`src/rtl/uart_rx_deframer.sv`:
```
// UART receive deframer: synchronises the line, samples mid-bit from the baud prescaler's
// half pulse, checks the stop bit and holds each byte in a single-entry valid/ready register.
//
// state     | meaning
// IDLE      | line high, prescaler held cleared, waiting for a start edge
// START     | validating the start bit at mid-bit, waiting for end of start bit
// DATA      | sampling DataBits data bits, LSB first
// STOP      | sampling the stop bit
// WAIT_HIGH | framing error or break, waiting for the line to return high
module uart_rx_deframer #(
  parameter int DataBits   = 8,
  parameter int SyncStages = 2
) (
  input  logic                i_clk,
  input  logic                i_rst,
  input  logic                i_rx,
  input  logic                i_strobe,
  input  logic                i_half,
  output logic                o_baud_en,
  output logic                o_baud_clr,
  output logic [DataBits-1:0] o_data,
  output logic                o_valid,
  input  logic                i_ready,
  output logic                o_frame_err,
  output logic                o_overrun,
  output logic                o_busy
);

  localparam int CntW = $clog2(DataBits + 1);

  typedef enum logic [2:0] {
    IDLE,
    START,
    DATA,
    STOP,
    WAIT_HIGH
  } state_t;

  state_t              state;
  logic [SyncStages-1:0] sync_q;
  logic                rx_s;
  logic [DataBits-1:0] shift_q;
  logic [CntW-1:0]     bit_cnt;

  always_ff @(posedge i_clk or posedge i_rst) begin
    if (i_rst) sync_q <= '1;
    else       sync_q <= {sync_q[SyncStages-2:0], i_rx};
  end

  assign rx_s = sync_q[SyncStages-1];

  // Prescaler runs only while a frame is in flight so it restarts from 0 at each start bit.
  assign o_baud_clr = (state == IDLE) || (state == WAIT_HIGH);
  assign o_baud_en  = ~o_baud_clr;
  assign o_busy     = (state != IDLE);

  always_ff @(posedge i_clk or posedge i_rst) begin
    if (i_rst) begin
      state       <= IDLE;
      shift_q     <= '0;
      bit_cnt     <= '0;
      o_data      <= '0;
      o_valid     <= 1'b0;
      o_frame_err <= 1'b0;
      o_overrun   <= 1'b0;
    end else begin
      o_frame_err <= 1'b0;
      o_overrun   <= 1'b0;
      if (o_valid && i_ready) o_valid <= 1'b0;

      case (state)
        IDLE: begin
          if (!rx_s) state <= START;
        end
        START: begin
          if (i_half && rx_s) begin
            state <= IDLE;
          end else if (i_strobe) begin
            state   <= DATA;
            bit_cnt <= '0;
          end
        end
        DATA: begin
          if (i_half) shift_q <= {rx_s, shift_q[DataBits-1:1]};
          if (i_strobe) begin
            bit_cnt <= bit_cnt + CntW'(1);
            if (bit_cnt == CntW'(DataBits - 1)) state <= STOP;
          end
        end
        STOP: begin
          if (i_half) begin
            if (rx_s) begin
              o_data    <= shift_q;
              o_valid   <= 1'b1;
              o_overrun <= o_valid && !i_ready;
              state     <= IDLE;
            end else begin
              o_frame_err <= 1'b1;
              state       <= WAIT_HIGH;
            end
          end
        end
        WAIT_HIGH: begin
          if (rx_s) state <= IDLE;
        end
        default: state <= IDLE;
      endcase
    end
  end

endmodule

```
`config.mk`:
```
export PLATFORM = sky130hd
export DESIGN_NAME = uart_rx_deframer
export DESIGN_NICKNAME = d
export VERILOG_FILES = /design/src/rtl/uart_rx_deframer.sv
export SDC_FILE = /design/constraint.sdc
export NUM_CORES = 1
export LEC_CHECK = 0
export ABC_AREA = 1
export BUFFER_PORTS_ARGS = -buffer_cell sky130_fd_sc_hd__buf_2
export CORE_AREA = 2 2 50 52
export DETAILED_ROUTE_END_ITERATION = 8
export DIE_AREA = 0 0 52 54
export PLACE_DENSITY = 0.81
export SLEW_MARGIN = 0
export SYNTH_ARGS = -nofsm -noshare
export SYNTH_HDL_FRONTEND = slang
export SYNTH_SLANG_ARGS = --single-unit
```
`constraint.sdc`:
```
create_clock -name i_clk -period 2.15 [get_ports i_clk]
set_input_delay 0.43 -clock i_clk [delete_from_list [all_inputs] [get_ports i_clk]]
set_output_delay 0.43 -clock i_clk [all_outputs]
set_load 0.02 [all_outputs]
```
==> impl_results.md <==
* Status: complete, no violations
* Power Density at 1050 nW/µm²
* Most frequent cell after synthesis: nand2_1
* Setup Viol. Count Final at 0
* Synth-to-Final Area Change at 11.9%
* RSZ-0062 raised after global routing: false
* Asr flop ratio synth at 100%
* Net Switching at 598 µW
* Max VDD drop at 0.827 mV
* Fin. max-slew vios at 0
* Combinational share of power at 36.0%
* Seq/Total Area, Yosys at 54.3%
* DR DRC count at 0
* Final hold violations at 0
* Setup TNS at 0 ps
* Htree depth at 1
* Synthesized area per cell at 9.25 µm²
* Fin cells at 192
* Worst Max-Slew Pin Slew at 348 ps
* Avg WL per Cell at 11.2 µm
* FF/Latch Area at 703 µm²
* Worst endpoint data arrival time at 1280 ps
* Core ar. at 2320 µm²
* Max-cap violations at 0
* Diodes inserted at 0
* Tot Pwr at 1520 µW
* Top cells by count, synth: nand2_1, dfrtp_1, inv_1, o21ai_2, nor2_1
* Die Y at 54 µm
* Crit Path Class: reg2out
* Number of vias per cell at 4.91
* Clock latency at the later pin of the worst-skew pair at 320 ps
* DR pass1 iterations at 4
* Final wirelength at 2.16 mm
* Flop pwr share at 47.6%
* Dpl hpwl at 1.61 mm
* Synth Flop Type: dfrtp_1
* IO buf count at 19
* Switching share of power at 39.3%
* Worst Skew at 6.79 ps
* FP Rows at 18
* Register bit total from synthesis at 28
* Clock power share at 16.5%
* Max Clk Rate at 583 MHz
* Starting DRT DRC Count at 18
* Largest net degree at the start of global routing at 29
* Ports at 20
* Syn nets at 147
* CTS root buf: clkbuf_4
* Die area at 2810 µm²
* Initial core utilization at 55.8%
* Post-synth EDFFs at 0
* Top-area cell type share of the netlist area at 50.2%
* Post-CTS Setup Repair Bufs at 0
* Count of cell types in the netlist at 19
* Yosys warns at 0
* Synth area leader: dfrtp_1
* Total CTS buffers at 3
* First-pass GRT wire length at 3.76 mm
* Synth top area cells: dfrtp_1, nand2_1, o21ai_2, inv_1, dfstp_2
* Post-route ant nets at 0
* Vias in the first global route at 920
* Initial antenna violation count at 0
* Final min period at 1710 ps
* CP endpoint kind: primary output
* CTS tree: yes
* Total clock sinks at 28
* CTS clock-pin slew for the worst setup and hold paths at 140 ps
* Overall Global Routing Usage at 18.6%
* Final #Nets at 170
* Post-CTS Hold Buffers at 0
* Placed insts at 188
* Mapped Cells at 140
* Pint at 926 µW
* Die width at 52 µm
* Maximum clock insertion buffer count at 2
* # resized after CTS at 0
* Fin crit share at 79.7%
* Filler instances at 211
* Via count at 942
* Worst-path fanout max at 6
* Syn Std Cell Area at 1290 µm²
* Leakage at 0.000776 µW
* Share of cells above drive strength 1 at 30.9%
* Startpoint types: register
* Multi-input logic area at 505 µm²
* Gpl congestion at 0.771
* GRT overflow at 0
* Worst relative slew slack at 76.8%
* CP required at 1720 ps
* Worst Hold Class: in2async
## flip-flops by register name (all words and copies together), names as in the netlist
signal and count:
state 3, bit_cnt 4, sync_q 2, o_frame_err 1
o_valid 1, o_data 8, shift_q 8, o_overrun 1
## worst paths after layout
| path | to | slack, ps | depth (start not counted) | from |
|---|---|---|---|---|
| hold reg to reg | sync_q[1] | 370 | 0 | sync_q[0] |
| hold / removal | shift_q[5] | 140 | 3 | i_rst |
| setup reg to reg | o_data[0] | 780 | 4 | state[0] |
| max in group asynchronous | sync_q[1] | 1710 | 3 | i_rst |
| min in group i_clk | sync_q[0] | 180 | 1 | i_rx |
| setup / recovery | o_busy | 440 | 3 | state[0] |
## area by class of cell
cell class	instances	share of cell area, %
well taps	30	2.59
flip-flops and latches	28	48.5
multi-input cells	93	34.9
inverters	17	4.40
repair buffers	20	7.08
clock buffers	4	2.50
## cells by family (layout without fill, tap and decap cells)
family / after synthesis / in the layout / synth area share, %
buffers and inverters: 19 / 41 / 6.67
flip-flops: 28 / 28 / 54.3
multiplexers: 1 / 1 / 1.16
XOR/XNOR: 1 / 1 / 0.676
AO/OA/AOI/OAI: 20 / 20 / 12.1
adder cells (fa/ha/maj): 1 / 1 / 0.966
AND/OR/NAND/NOR: 70 / 70 / 24.2
## critical path, stage by stage, from the launching register on
cell	delay, ps
dfrtp_1	500
nor2_2	230
nand2_1	70
buf_2	160
## power by group through the flow
| stage | sequential, µW | combinational [µW] | clock (µW) |
|---|---|---|---|
| after CTS | 726 | 560 | 259 |
| final | 725 | 548 | 251 |
| after detailed placement | 736 | 559 | 0 |
| after global placement | 730 | 537 | 0 |
| after floorplan | 759 | 395 | 0 |
| after global routing | 741 | 616 | 279 |
## cell usage in the layout, fill, tap and decap left out, drive strengths merged
master	instances
xor2	1
dfstp	2
nor2	15
inv	17
nand3b	1
buf	20
dfrtp	26
mux2	1
o21ai	20
clkbuf	4
ha	1
nand3	9
nand2	45
## through the flow
stage | instance area [µm²] | worst slack, ps | utilization [%] | hold WS, ps
after floorplan | 1290 | 720 | - | 345
after global placement | 1410 | 801 | 60.9 | 347
after detailed placement | 1410 | 769 | 60.9 | 347
after CTS | 1450 | 429 | 62.5 | 145
after global routing | 1450 | 359 | 62.5 | 165
final | 1450 | 436 | 62.5 | 137
## layer usage
layer  share of wire [%]  track usage, %  up-vias
met3                 2.7            3.33        5
li1                    -               -      483
met1                  45            21.0      442
met5                   0               0        -
met4                 2.0            9.21        0
met2                  50            34.0       12
No activity file was read; power rests on OpenSTA's default activity.
